[config.mk]
export PLATFORM = sky130hd
export DESIGN_NAME = decoder_scan
export DESIGN_NICKNAME = d
export VERILOG_FILES = /design/src/rtl/decoder_scan.sv
export SDC_FILE = /design/constraint.sdc
export NUM_CORES = 1
export LEC_CHECK = 0
export ABC_AREA = 0
export CAP_MARGIN = 10
export CORE_ASPECT_RATIO = 1.4
export CORE_MARGIN = 2
export CORE_UTILIZATION = 30
export DETAILED_ROUTE_END_ITERATION = 16
export HOLD_SLACK_MARGIN = 0.06
export PLACE_DENSITY = 0.57
export SLEW_MARGIN = 20
export SYNTH_ARGS = -nofsm -noshare
export SYNTH_HDL_FRONTEND = slang
export SYNTH_SLANG_ARGS = --single-unit
[constraint.sdc]
create_clock -name CLK -period 3.1 [get_ports CLK]
set_clock_uncertainty 0.05 [all_clocks]
set_input_delay 0.93 -clock CLK [delete_from_list [all_inputs] [get_ports CLK]]
set_output_delay 0.93 -clock CLK [all_outputs]
set_load 0.02 [all_outputs]
[src/rtl/decoder_scan.sv]
// decoder_scan: one-hot/thermometer index decoder with a dwell-timed scanning mode
module decoder_scan #(
    parameter int EncodeWidth = 4,
    parameter int DecodeWidth = 2 ** EncodeWidth,
    parameter int DwellWidth  = 8
) (
    input  logic                   CLK,
    input  logic                   RST,
    input  logic                   IN_VALID,
    output logic                   IN_READY,
    input  logic [1:0]             MODE,
    input  logic [EncodeWidth-1:0] IN,
    input  logic [EncodeWidth-1:0] LAST,
    input  logic [DwellWidth-1:0]  DWELL,
    output logic [DecodeWidth-1:0] OUT,
    output logic                   OUT_VALID,
    output logic                   BUSY,
    output logic                   DONE
);
    typedef enum logic {IDLE, SCAN} state_t;
    state_t state_q, state_d;
    logic [EncodeWidth-1:0] p_q, p_d, last_q, last_d, p_next;
    logic [DwellWidth-1:0] cnt_q, cnt_d, dwell_q, dwell_d;
    logic [DecodeWidth-1:0] out_q, out_d, in_hot, p_hot;
    logic out_valid_q, out_valid_d, accept, at_end;
    assign in_hot = DecodeWidth'(1) << IN;
    assign p_next = (p_q == EncodeWidth'(DecodeWidth - 1)) ? '0 : p_q + 1'b1;
    assign p_hot = DecodeWidth'(1) << p_next;
    assign IN_READY = state_q == IDLE;
    assign BUSY = state_q == SCAN;
    assign accept = IN_VALID && IN_READY;
    assign at_end = p_q == last_q;
    // DONE is combinational so it lands on the final SCAN cycle and IN_READY rises right after
    assign DONE = BUSY && cnt_q == '0 && at_end;
    assign OUT = out_q;
    assign OUT_VALID = out_valid_q;
    always_comb begin
        state_d = state_q;
        p_d = p_q;
        last_d = last_q;
        cnt_d = cnt_q;
        dwell_d = dwell_q;
        out_d = out_q;
        out_valid_d = 1'b0;
        if (accept) begin
            out_valid_d = 1'b1;
            out_d = MODE == 2'b01 ? in_hot | (in_hot - 1'b1) : in_hot;
            if (MODE == 2'b10) begin
                state_d = SCAN;
                p_d = IN;
                last_d = LAST;
                cnt_d = DWELL;
                dwell_d = DWELL;
            end
        end else if (BUSY) begin
            if (cnt_q != '0) begin
                cnt_d = cnt_q - 1'b1;
            end else if (!at_end) begin
                p_d = p_next;
                out_d = p_hot;
                out_valid_d = 1'b1;
                cnt_d = dwell_q;
            end else begin
                state_d = IDLE;
            end
        end
    end
    always_ff @(posedge CLK) begin
        if (RST) begin
            state_q <= IDLE;
            p_q <= '0;
            last_q <= '0;
            cnt_q <= '0;
            dwell_q <= '0;
            out_q <= '0;
            out_valid_q <= 1'b0;
        end else begin
            state_q <= state_d;
            p_q <= p_d;
            last_q <= last_d;
            cnt_q <= cnt_d;
            dwell_q <= dwell_d;
            out_q <= out_d;
            out_valid_q <= out_valid_d;
        end
    end
endmodule

### After elaboration in Yosys (flattened, before gate mapping)

Index checks and enable logic that the tools add are counted.

* bits of input ports: 21
* word-level logic and storage cells: 56
* output and inout bits: 20
* register bits: 42

* equality and inequality tests: 8
* bitwise operators: 2
* shifts and indexed selects: 2
* reductions and logical operators: 10
* $add $sub $neg: 3
* muxes and demuxes: 24

Operators with widths (count)
* $mux W16: 5
* $mux W8: 5
* $shl A1 B4 Y16 const A: 2
* $mux W4: 6
* $or A16 B16 Y16: 1
* $sub A16 B1 Y16 const B: 1
* $logic_not A8 Y1: 1
* $mux W1: 8
* $reduce_bool A8 Y1: 1
* $sub A8 B1 Y8 const B: 1
* $reduce_and A3 Y1: 2
* $add A4 B1 Y4 const B: 1
* $eq A4 B4 Y1: 1
* $eq A4 B4 Y1 const B: 1
* $ne A2 B2 Y1 const B: 2
* $reduce_and A4 Y1: 1
* $logic_and A1 B1 Y1: 3
* $ne A3 B2 Y1 const B: 1
* $eq A2 B1 Y1 const B: 1
* $eq A2 B2 Y1 const B: 1
* $ne A2 B1 Y1 const B: 1
* $reduce_and A2 Y1: 1
* $reduce_bool A2 Y1: 1
* $not A1 Y1: 1

### Depth between registers and ports, before layout

Gate-level depths: netlist (run 1).

* word-level depth: 7
* mapped depth: 8
* gate-level depth less buffers: 8

### Worst setup path before layout (run 1)

OpenSTA, ideal clock, no wires.

* kind: flip-flop to output port
* start point: reg cnt_q[0]
* end point: out DONE
* arrival: 1.460 ns
* required time: 2.120 ns
* buffers on the path: 0
* slack: 0.660 ns
* stages on the path, launching flop included: 7
* cells stage by stage: dfxtp_1 -> inv_1 -> ha_1 -> nor4b_2 -> and3_1 -> nand2_1 -> inv_1

* cells in the longest elaborated chain, start to end: 3

RTL lines
* start: declaration: RTL line 23 `logic [DwellWidth-1:0] cnt_q, cnt_d, dwell_q, dwell_d;`
* start signal: assignment: RTL line 81 `cnt_q <= cnt_d;`
* $logic_not A8 Y1: RTL line 34 `assign DONE = BUSY && cnt_q == '0 && at_end;`
* $logic_and A1 B1 Y1 (2 in a row): RTL line 34
* end: declaration: RTL line 18 `output logic DONE`

No other way between the ends.

### Worst setup path in the final report (run 1)

Same ends and word-level chain as after synthesis.

==> summary.json, run 1 <==
{
  "synthesis": {
    "synthDistinctLibCells": 59,
    "postSynth.topFlopCell": "dfxtp_1",
    "ys_warn_count": 0,
    "synthesized_area_per_cell_um2": 7.56,
    "synthesized_area_um2": 2550,
    "ys_seq_elements": 42,
    "async_flop_share_pct": 0,
    "synth_enable_flop_cells": 0,
    "seq_area_frac_synth_pct": 33.0,
    "syn_inst": 337,
    "mappedNetlistNets": 365
  },
  "clock_network": {
    "clock_path_buffers": 2,
    "cts.hold.buffers_added": 0,
    "path_clk_slew_ps": 60,
    "number_of_buffers_inserted_during_clock_tree_synthesis": 5,
    "insertion_delay_ps": 290,
    "postCtsResizedCells": 1,
    "number_of_h_tree_levels": 2,
    "clk_tree_root_cell": "clkbuf_16",
    "tritoncts": "done",
    "clock_sink_count": 42,
    "cts_post_setup_buffers_inserted": 0
  },
  "sta": {
    "max_clock_freq_ghz": 0.338,
    "timing.slew.headroom_pct": 57.7,
    "final_period_minus_worst_setup_slack_ps": 2960,
    "timing.final.max_slew_violations": 0,
    "finalSetupViolations": 0,
    "final-hold-violation-count": 0,
    "grt_setup_unrepaired": "false",
    "fin_tns_setup_ps": 0,
    "timing.final.crit_share_pct": 95.4,
    "worst_slew_pin_slew_ps": 633
  },
  "pwr": {
    "power.leakage_nw": 1.23,
    "worst_ir_drop_vdd_v": 0.000210,
    "power_per_cell_area_nw_per_um2": 478
  },
  "global_route": {
    "first_global_vias": 2487,
    "globalRouteOverflowTotal": 0,
    "grt_pass1_wl_mm": 12.4,
    "track_usage_pct": 17.2,
    "grt_start_max_net_pins": 25,
    "antenna_found_initial": 0
  },
  "setup_path": {
    "crit_path_end_kind": "output port",
    "worst-r2r-cell-count": 7,
    "worst-endpoint-arrival_ps": 1980,
    "crit_chain": "inv_1, ha_1, nor4b_4, and3_2, nand2_1, inv_1, dlygate4sd2_1",
    "worst_setup_path_start_kind": "register",
    "worst-path-max-fanout": 6,
    "timing_worst_setup_path_type": "reg2out",
    "critical-path-max-stage-delay_ps": 360,
    "crit_required_ps": 2120,
    "cpMaxStageDelayCell": "dfxtp_1",
    "ff_to_ff_setup_slack_ps": 780,
    "critPathMostFrequentCell": "inv_1"
  },
  "routing": {
    "routed-via-count": 2645,
    "wirelength_per_cell_um": 15.7,
    "route.detailed.vias_per_inst": 5.44,
    "first_iter_violations": 94,
    "drtAntennaViolNets": 0,
    "route.final.wire_length_mm": 7.61,
    "detail_route.drc_violations": 0,
    "drt_pre_antenna_iters": 4
  },
  "placed_design": {
    "port-buffer-count": 40,
    "routabilityCongestion": 0.864,
    "post-dp-hpwl_mm": 5.64,
    "post_placement_cell_area_um2": 3150
  },
  "cells_and_area": {
    "synthToLayoutAreaGrowth_pct": 29.8,
    "finish.instance_area_um2": 3310,
    "antenna_cells_inserted": 0,
    "post_route_cells_drive_above_1_share_pct": 10.7,
    "fin_nets": 411
  },
  "die": {
    "chipWidth_um": 81.9,
    "start_util_pct": 31.1,
    "placement_rows": 39,
    "die_area_um2": 9250,
    "dieHeight_um": 113,
    "i_o_pin_count": 41,
    "floorplan.core_area_um2": 8200
  },
  "worst_hold_path": {
    "hold_path.class": "reg2reg",
    "hold_path_depth": 2
  },
  "status": {
    "outcome": "finished, final reports clean"
  },
  "flow_run": {
    "drv_cap": 0
  }
}
-- layout by cell type (no fill, tap or decap), types with 2 or more instances in the layout --
cell type,Yosys,routed
ha_1,7,7
nor3_1,24,24
a211oi_1,5,5
nand2_1,48,48
clkdlybuf4s50_1,0,39
xnor2_1,5,5
inv_1,10,10
and3_1,4,3
o21ai_0,13,13
a311o_1,2,2
o32ai_1,2,2
o2bb2ai_1,2,2
nand3b_1,3,3
nand2b_1,7,7
nand3_1,5,5
o41ai_1,2,2
nor3b_1,3,3
clkbuf_16,0,5
o211ai_1,3,3
buf_4,1,21
nor2b_1,2,2
o221ai_1,2,2
a311oi_1,11,11
o211a_1,3,3
a31oi_1,5,5
o22ai_1,2,2
a21oi_1,28,28
nor4_1,2,2
or3_1,2,2
dfxtp_1,42,42
mux2i_1,4,4
nor2_1,39,39
and2_1,3,3
-- power by group --
group          total, mW  switching [mW]  internal, mW
registers          0.614          0.0394         0.575
logic              0.437           0.240         0.197
clock network      0.529           0.210         0.319
-- worst max-delay path: cells and delay by family, from the launching register on --
| family | cells | cell delay (ps) |
|---|---|---|
| buffers and inverters | 3 | 520 |
| DFF | 1 | 360 |
| and+or+nand+nor | 3 | 560 |
| adders and majority gates | 1 | 230 |
-- synth_stat cells, drive strengths merged (7+ instances only) --
library cell / count / area (um2)
a21oi: 29 / 149
ha: 7 / 87.6
nand2b: 7 / 43.8
a311oi: 11 / 96.3
inv: 10 / 37.5
dfxtp: 42 / 841
o21ai: 15 / 78.8
nand2: 48 / 180
nor3: 24 / 120
clkbuf: 15 / 56.3
buf: 8 / 46.3
nor2: 40 / 158
-- area by class of cell --
cell class | instances | area, um2
clock inverters | 1 | 5.00
well taps | 102 | 128
clock buffers | 7 | 143
flip-flops and latches | 42 | 841
inverters | 10 | 37.5
repair buffers | 62 | 577
multi-input cells | 262 | 1580
fillers | 871 | 4890
-- through the flow --
step | hold slack (ps) | util (%) | cells | setup slack (ps) | power, mW
2_1_floorplan | 383 | - | 337 | 660 | 0.892
3_3_place_gp | 406 | 38.4 | 478 | 212 | 1.05
4_1_cts | 421 | 40.2 | 486 | 116 | 1.60
6_report | 415 | 40.3 | 486 | 142 | 1.58
5_1_grt | 434 | 40.3 | 486 | 18.3 | 1.67
3_5_place_dp | 412 | 38.4 | 478 | 162 | 1.06
-- logic make-up (layout without fill, tap and decap cells) --
family          after synthesis  after routing  share of synthesized area (%)
simple gates                153            153                           29.8
compound gates               92             92                           24.5
flops                        42             42                           33.0
buf+inv                      33             80                           5.50
fa+ha+maj                     7              7                           3.44
xor+xnor                      5              5                           1.72
mux                           5              5                           2.01
-- final timing paths --
kind	from	end
worst max-delay path	cnt_q[0]	DONE
worst min-delay path	dwell_q[4]	dwell_q[4]
worst max register to register	cnt_q[0]	OUT[10]
worst min register to register	dwell_q[4]	dwell_q[4]
-- sequential cells by signal (all words and copies together), names as in the netlist --
name and count:
BUSY 1, OUT 16, OUT_VALID 1, cnt_q 8, dwell_q 8, last_q 4
p_q 4
-- metal layers --
layer  vias up  share of wire (%)  GRT usage, %
met5         -                  0             0
met4         0                2.0          7.00
met3        10                4.0          2.47
met2        68                 53          30.0
met1      1253                 41          20.5
li1       1314                  -             -
Power figures use the tool's default switching activity.
==> run 2, diff against run 1 <==
Settings changed: CORE_ASPECT_RATIO 1.4 to 0.75.
==> summary.json, run 2 (same netlist as run 1, synthesis figures left out) <==
{
  "routing": {
    "drt_pre_antenna_iters": {"value": 4, "change": "unchanged"},
    "wl_met3": {"value": 584, "unit": "um", "change": "+92%"},
    "first_iter_violations": {"value": 167, "change": "+78%"},
    "detail_route.drc_violations": {"value": 0, "change": "unchanged"},
    "routed-via-count": {"value": 2576, "change": "-2.6%"},
    "routed.top_layer": "met4",
    "wirelength_per_cell": {"value": 15.1, "unit": "um", "change": "-3.5%"},
    "detailroute.wirelength.met2": {"value": 3.11, "unit": "mm", "change": "-23%"},
    "drtAntennaViolNets": {"value": 0, "change": "unchanged"},
    "route.detailed.vias_per_inst": {"value": 5.30, "change": "-2.6%"},
    "met1_length": {"value": 3.60, "unit": "mm", "change": "+16%"},
    "route.final.wire_length": {"value": 7.34, "unit": "mm", "change": "-3.5%"}
  },
  "clock_network": {
    "insertion_delay": {"value": 280, "unit": "ps", "change": "about the same"},
    "tritoncts": "done",
    "cts_post_setup_buffers_inserted": {"value": 0, "change": "unchanged"},
    "path_clk_slew": {"value": 60, "unit": "ps", "change": "about the same"},
    "clk_tree_root_cell": "clkbuf_16",
    "clock_path_buffers": {"value": 2, "change": "unchanged"},
    "number_of_h_tree_levels": {"value": 2, "change": "unchanged"},
    "number_of_buffers_inserted_during_clock_tree_synthesis": {"value": 5, "change": "unchanged"},
    "clock_sink_count": {"value": 42, "change": "unchanged"}
  },
  "cells_and_area": {
    "layout.core_utilization": {"value": 39.3, "unit": "%", "change": "-1.1 points"},
    "most_frequent_cells_in_the_layout": "48 x nand2_1, 42 x dfxtp_1, 39 x nor2_1, 39 x clkdlybuf4s50_1, 28 x a21oi_1",
    "antenna_cells_inserted": {"value": 0, "change": "unchanged"},
    "synthToLayoutAreaGrowth_pct": 28.7,
    "most_common_cell_after_layout_fill_and_taps_aside": "nand2_1",
    "fin_nets": {"value": 407, "change": "-0.97%"},
    "post_route_cells_drive_above_1_share": {"value": 9.79, "unit": "%", "change": "-0.89 points"},
    "regArea": {"value": 841, "unit": "um2", "change": "unchanged"},
    "post_layout_nonfiller_instances": {"value": 486, "change": "unchanged"},
    "multiInputGateArea": {"value": 1580, "unit": "um2", "change": "+0.16%"},
    "largest_register_ff_count": {"value": 16, "change": "unchanged"},
    "final.fill_count": {"value": 872, "change": "+0.11%"}
  },
  "global_route": {
    "globalRouteOverflowTotal": {"value": 0, "change": "unchanged"},
    "grt_start_max_net_pins": {"value": 40, "change": "+60%"},
    "first_global_vias": {"value": 2283, "change": "-8.2%"},
    "track_usage": {"value": 16.5, "unit": "%", "change": "-0.72 points"},
    "antenna_found_initial": {"value": 0, "change": "unchanged"},
    "grt_pass1_wl": {"value": 11.9, "unit": "mm", "change": "-4.1%"}
  },
  "sta": {
    "grt_setup_unrepaired": "false",
    "timing.final.max_slew_violations": {"value": 0, "change": "unchanged"},
    "worst_slew_pin_slew": {"value": 621, "unit": "ps", "change": "-11.4 ps"},
    "timing.final.crit_share": {"value": 93.6, "unit": "%", "change": "-1.8 points"},
    "finalSetupViolations": {"value": 0, "change": "unchanged"},
    "final-hold-violation-count": {"value": 0, "change": "unchanged"},
    "fin_tns_setup": {"value": 0, "unit": "ps", "change": "unchanged"},
    "timing.slew.headroom": {"value": 58.5, "unit": "%", "change": "+0.76 points"},
    "max_clock_freq": {"value": 0.345, "unit": "GHz", "change": "+1.9%"},
    "final_period_minus_worst_setup_slack": {"value": 2900, "unit": "ps", "change": "-56.0 ps"}
  },
  "placed_design": {
    "port-buffer-count": {"value": 40, "change": "unchanged"},
    "routabilityCongestion": {"value": 0.868, "change": "+0.43%"},
    "total_placed_cells_including_tap_cells": {"value": 480, "change": "+0.42%"},
    "post-dp-hpwl": {"value": 5.47, "unit": "mm", "change": "-3.0%"}
  },
  "setup_path": {
    "crit_path_end_kind": "output port",
    "worst-path-max-fanout": {"value": 6, "change": "unchanged"},
    "worst_setup_path_start_kind": "register",
    "cpLargestDelayFamily": "simple AND/OR/NAND/NOR gates",
    "critPathMostFrequentCell": "inv_1",
    "crit_chain": "inv_1, ha_2, nor4b_4, and3_2, nand2_1, inv_1, dlygate4sd2_1",
    "timing_worst_setup_path_type": "reg2out",
    "critical-path-max-stage-delay": {"value": 360, "unit": "ps", "change": "about the same"},
    "worst-endpoint-arrival": {"value": 1920, "unit": "ps", "change": "-60 ps"},
    "crit_required": {"value": 2120, "unit": "ps", "change": "about the same"},
    "path_buf_inv": {"value": 3, "change": "unchanged"},
    "cpMaxStageDelayCell": "dfxtp_1"
  },
  "pwr": {
    "worst_ir_drop_vdd": {"value": 0.000200, "unit": "V", "change": "-4.3%"},
    "finalPower": {"value": 1.56, "unit": "mW", "change": "-1.3%"},
    "pwr-share-comb": {"value": 28.0, "unit": "%", "change": "+0.4 points"},
    "total_switching_power": {"value": 0.480, "unit": "mW", "change": "-1.9%"},
    "share_seq_of_total_power": {"value": 39.2, "unit": "%", "change": "+0.3 points"},
    "power.share.switching": {"value": 30.7, "unit": "%", "change": "-0.20 points"},
    "power.leakage": {"value": 1.21, "unit": "nW", "change": "-2.0%"},
    "power_per_cell_area": {"value": 476, "unit": "nW/um2", "change": "-0.42%"},
    "clock_power_share": {"value": 32.7, "unit": "%", "change": "-0.8 points"},
    "p_int": {"value": 1.08, "unit": "mW", "change": "-1.0%"}
  },
  "die": {
    "start_util": {"value": 30.5, "unit": "%", "change": "-0.55 points"},
    "placement_rows": {"value": 29, "change": "-26%"},
    "i_o_pin_count": {"value": 41, "change": "unchanged"},
    "dieHeight": {"value": 83.8, "unit": "um", "change": "-26%"},
    "floorplan.core_area": {"value": 8350, "unit": "um2", "change": "+1.8%"},
    "chipWidth": {"value": 110, "unit": "um", "change": "+35%"},
    "die_area": {"value": 9250, "unit": "um2", "change": "about the same"}
  },
  "status": {
    "outcome": "finished, final reports clean"
  },
  "worst_hold_path": {
    "hold_path.class": "reg2reg"
  },
  "flow_run": {
    "drv_cap": {"value": 0, "change": "unchanged"}
  }
}
## run 2: layout make-up
| cell class | instances | share of cell area [%] |
|---|---|---|
| well taps | 108 | 4.12 |
| inverters | 10 | 1.15 |
| clock buffers | 6 | 4.24 |
| flip-flops and latches | 42 | 25.7 |
| repair buffers | 58 | 16.7 |
| multi-input cells | 262 | 48.1 |
## run 2: metrics by stage
stage	hold WS, ps	cell area (um2)	setup WS, ps
floorplan	383	2550	660
global placement	395	3130	231
detailed placement	400	3130	144
CTS	409	3260	100
global route	446	3280	51.1
finish	408	3280	198
## run 2: worst min-delay path, delay by kind of cell (launching register included)
family | cells | cell delay [ps]
and+or+nand+nor | 1 | 50
DFF | 1 | 310
AOI/OAI and AO/OA | 1 | 50
## run 2: worst paths after layout
path | start | depth (start not counted) | to | slack, ps
min reg2reg | dwell_q[1] | 2 | dwell_q[1] | 410
max reg2reg | cnt_q[0] | 7 | OUT[10] | 830
max | cnt_q[0] | 7 | DONE | 200
min | dwell_q[1] | 2 | dwell_q[1] | 410
## run 2: power groups by stage
stage / Combinational [mW] / Sequential (mW) / Clock (mW)
after floorplan: 0.260 / 0.632 / 0
after global placement: 0.427 / 0.621 / 0
after detailed placement: 0.429 / 0.623 / 0
after CTS: 0.431 / 0.611 / 0.525
after global routing: 0.479 / 0.618 / 0.550
final: 0.437 / 0.612 / 0.511
## run 2: layer usage
metal | track usage [%] | up-vias
li1 | - | 1306
met1 | 25.0 | 1177
met2 | 23.3 | 91
met3 | 3.12 | 2
met4 | 4.77 | 0
met5 | 0 | -
## run 2: repair_timing
action,in CTS,in global routing
resized for setup,1,3
pin swaps,0,0
gates cloned,0,0
hold buffers,0,0
setup endpoints to repair,1,1
==> run 3, diff against run 2 <==
Settings changed: CTS_CLUSTER_SIZE from default to 20.
==> results of run 3 <==
The final DEF is identical to that of run 2; final timing and power are the same.
==> RTL edit 1, RTL diff (settings of run 1) <==
`p_q` no longer has a reset.
--- a/src/rtl/decoder_scan.sv
+++ b/src/rtl/decoder_scan.sv
@@ -68,7 +68,6 @@
     always_ff @(posedge CLK) begin
         if (RST) begin
             state_q <= IDLE;
-            p_q <= '0;
             last_q <= '0;
             cnt_q <= '0;
             dwell_q <= '0;
@@ -76,7 +75,6 @@
             out_valid_q <= 1'b0;
         end else begin
             state_q <= state_d;
-            p_q <= p_d;
             last_q <= last_d;
             cnt_q <= cnt_d;
             dwell_q <= dwell_d;
@@ -84,5 +82,9 @@
             out_valid_q <= out_valid_d;
         end
     end
+
+    always_ff @(posedge CLK) begin
+        p_q <= p_d;
+    end
 endmodule
 
Function: same outputs for any inputs over 10 cycles, from zero or initial values and one cycle with RST high; that may be too few to reach the edited logic, so the function may still have changed.
==> RTL edit 1 against run 1 <==
- total power increased by 5.4%
- worst hold slack lost 0.013 ns
- design area up 0.95%
- area after synthesis increased by 0.20%
- combinational power increased by 4.6%
- routed wire length increased by 0.50%
- sequential cell count stayed put
- worst setup slack better by 0.088 ns
- highest routed layer unchanged
==> RTL edit 1: results (changes against run 1) <==
clocking:
  ctsRootBufferMaster: "clkbuf_16"
  htreeDepth: 2  # unchanged
routing:
  viasPerCell: 5.367  # -1.4%
  drt_iter0_drc: 142  # +51%
logic_synthesis:
  synth_common_cells: "nand2_1, dfxtp_1, nor2_1, a21oi_1, nor3_1"
  ys_top_cells_by_area: "dfxtp_1, nand2_1, a21oi_1"
  synthFlopType: "dfxtp_1"
  synth_edf_count: 4  # +4
  syn_nets: 349  # -4.4%
  syn_avg_cell_area_sq_um: 7.948  # +5.2%
  synthDistinctLibCells: 57  # -3.4%
  synth-seq-area-share_pct: 34.53  # +1.5 points
status:
  status: "completed"
min_path:
  hold_path_startpoint: "dwell_q[3]"
sta:
  worst_pin_slew_ns: 0.5885  # -0.04422 ns
global_routing:
  grt_pass1_wl_mm: 12.26  # -0.95%
  grt_max_degree: 37  # +48%
  grt_pass1_vias: 2486  # -0.040%
  grt_usage_pct: 17.07  # -0.10 points
  antenna_found_initial: 0  # unchanged
worst_setup_path:
  cp.arrival_ns: 1.89  # -0.09 ns
  critPathMaxFanout: 5  # -1
placed_design:
  gp_congestion: 0.9044  # +4.7%
  port_buffers: 40  # unchanged
  hpwl_mm: 5.579  # -1.1%
  dpl.cell_count: 463  # -3.1%
  pre_cts_ws_ns: 0.1312  # -0.03070 ns
cells_and_area:
  fillCellCount: 855  # -1.8%
  nets: 396  # -3.6%
  stdcell_count: 471  # -3.1%
  drive_above_1_share_pct: 14.09  # +3.4 points
power:
  p_leak_nw: 1.225  # -0.51%
  irDropWorstVdd_mv: 0.2567  # +23%
==> RTL edit 1: final cells by class <==
type	instances	area (sq um)	share of cell area, %
multi-input combinational	241	1535	46.01
sequential	42	880.8	26.40
timing repair buffer	64	575.6	17.25
tap	102	127.6	3.825
clock buffer	5	125.1	3.750
inverter	14	52.55	1.575
clock inverter	3	40.04	1.200
==> RTL edit 1: repair_timing <==
action                                  4_1_cts  5_1_grt
resized for setup                             1        3
endpoints found under the setup margin        1        1
endpoints found under the hold margin         0        0
==> RTL edit 1: logic make-up after synthesis <==
family	Yosys count	share of synthesized area (%)
adders and majority gates	7	3.433
buffers and inverters	38	5.983
and+or+nand+nor	134	26.14
DFF	42	34.53
AOI/OAI and AO/OA	84	23.93
xor gates and xnor gates	9	3.090
muxes	7	2.894
==> RTL edit 1: worst paths after layout <==
check | end | slack [ns] | cells past startpoint
worst max-delay path | DONE | 0.23 | 6
worst min-delay path | dwell_q[3] | 0.40 | 2
worst max register to register | OUT[4] | 0.71 | 8
worst min register to register | dwell_q[3] | 0.40 | 2
==> RTL edit 1: worst max-delay path, stage by stage, from the launching register on <==
cell      delay (ns)
dfxtp_1         0.34
inv_1           0.11
ha_1            0.20
or2b_1          0.27
or3_4           0.33
nor3_1          0.15
clkbuf_2        0.20
==> RTL edit 1: stage by stage <==
stage	instance area, sq um	hold slack [ns]
4_1_cts	3341	0.4020
6_report	3337	0.4015
3_5_place_dp	3177	0.3932
2_1_floorplan	2551	0.3829
3_3_place_gp	3177	0.3914
5_1_grt	3337	0.4166
==> RTL edit 1: routing by layer <==
metal  vias up  GRT usage [%]  part of all wire (%)
met5         -              0                     0
met4         0          6.667                   1.2
met3         7          2.392                   4.4
met2        64          30.41                    52
met1      1207          20.08                    42
li1       1250              -                     -
==> RTL edit 1: where the power goes <==
group,internal (mW),leakage (nW),switching [mW]
sequential,0.584,0.348,0.0241
combinational,0.205,0.794,0.252
clock,0.377,0.0836,0.224
==> RTL edit 2, RTL diff (settings of run 1) <==
Made on the original files. The parameter `EncodeWidth` goes from 4 to 6.
--- a/src/rtl/decoder_scan.sv
+++ b/src/rtl/decoder_scan.sv
@@ -1,6 +1,6 @@
 // decoder_scan: one-hot/thermometer index decoder with a dwell-timed scanning mode
 module decoder_scan #(
-    parameter int EncodeWidth = 4,
+    parameter int EncodeWidth = 6,
     parameter int DecodeWidth = 2 ** EncodeWidth,
     parameter int DwellWidth  = 8
 ) (
Ports: changed (resized IN, LAST and OUT); port bits go from 41 to 93. No check against the original RTL was run, so the function may have changed too.
==> RTL edit 2 against run 1 <==
- utilization rose by 0.47 points
- largest cell class unchanged
- die area rose by 120%
- worst hold slack got worse by 0.012 ns
- total power rose by 120%
- largest power group unchanged
- routed wire length rose to 3.3 times the old value
- design area rose by 140%
- final cell count rose by 140%
- sequential cell count rose by 52
- count of clock-buffer cells in the layout rose by 2
- synthesized cell count rose by 130%
- worst setup slack improved by 0.080 ns
- area after synthesis rose by 130%
==> RTL edit 2: results (changes against run 1) <==
cells_and_area:
  largest_reg_flops: 64  # +48
  drive_above_1_share_pct: 15.97  # +5.3 points
  nonClockBufferCount: 185  # +200%
  inverters: 6  # -4
  buf_share_pct: 21.32  # +3.9 points
  nClkBuffers: 9  # +2
  fillCellCount: 2028  # +130%
  clkCellAreaFrac_pct: 3.797  # -0.67 points
  nets: 941  # +130%
  multi_input_area_share_pct: 46.52  # -1.1 points
  regArea_sq_mm: 0.001882  # +120%
  multi_input_cells: 613  # +130%
logic_synthesis:
  ys_top_cells_by_area: "dfxtp_1, a21oi_1, nand2_1"
  synth_common_cells: "nand2_1, a21oi_1, dfxtp_1, nor2_1, clkbuf_1"
  synthDistinctLibCells: 71  # +20%
  synth-seq-area-share_pct: 32.26  # -0.76 points
routing:
  first_pass_iters: 5  # +1
  viasPerCell: 5.721  # +5.1%
  via_count: 6648  # +150%
  wl_met3_mm: 1.476  # +390%
  drt-met1-wl_mm: 9.777  # +220%
  drt_wl_total_mm: 24.79  # +230%
global_routing:
  grt_pass1_vias: 6351  # +160%
  grt_usage_pct: 24.02  # +6.8 points
  met3_usage_pct: 3.100  # +0.63 points
  grt_use_met1_pct: 28.74  # +8.2 points
  grt_pass1_wl_mm: 37.71  # +200%
power:
  irDropWorstVdd_mv: 0.3189  # +52%
  comb_power_mw: 0.975  # +120%
  clkPwrFrac_pct: 33.3  # -0.2 points
  p_leak_nw: 2.691  # +120%
  p_clk_mw: 1.15  # +120%
die:
  rows: 60  # +54%
clocking:
  cts.sinks: 94  # +120%
  cts-buffers-inserted: 9  # +4
worst_setup_path:
  cp.arrival_ns: 1.90  # -0.08 ns
  rrSetupSlack_ns: 0.47  # -0.31 ns
  r2r_cells: 5  # -2
  r2r_start: "last_q[2]"
  r2r-end: "OUT[39]"
placed_design:
  port_buffers: 92  # +130%
  gp_congestion: 0.9895  # +14%
  dpl.cell_count: 1146  # +140%
  placed_area_sq_mm: 0.007510  # +140%
  pre_cts_ws_ns: -0.03781  # -0.1997 ns
  hpwl_mm: 18.67  # +230%
sta:
  worst_pin_slew_ns: 0.9626  # +0.3299 ns
  layout_setup_ws_ns: 0.2218  # +0.08006 ns
status:
  status: "completed"
min_path:
  worst_hold_path.endpoint: "dwell_q[3]"
  hold_path_startpoint: "dwell_q[3]"
-- RTL edit 2: cell types whose count changed after synthesis, sizes merged, moves of 15 or more --
cell    change
nand2      +62
dfxtp      +52
a21oi      +72
nand3      +19
a22oi      +23
nor2       +36
buf        +15
clkbuf     +36
o21ai      +29
-- RTL edit 2: worst reg2reg max path: stages (launching register included) --
cell       delay, ns
dfxtp_1         0.33
xnor2_1         0.20
nand4_2         0.22
o2111ai_2       0.82
nand2_1         0.49
o221a_2         0.41
-- RTL edit 2: cell families (layout without fill, tap and decap cells) --
logic type               count (synthesis)  count (layout)  share of synthesized area (%)
AO/OA/AOI/OAI                          275             275                          31.21
AND/OR/NAND/NOR                        310             310                          25.91
multiplexers                             7               7                          1.266
buffers and inverters                   80             207                          5.748
XOR/XNOR                                14              14                          2.102
adder cells (fa/ha/maj)                  7               7                          1.501
flip-flops                              94              94                          32.26
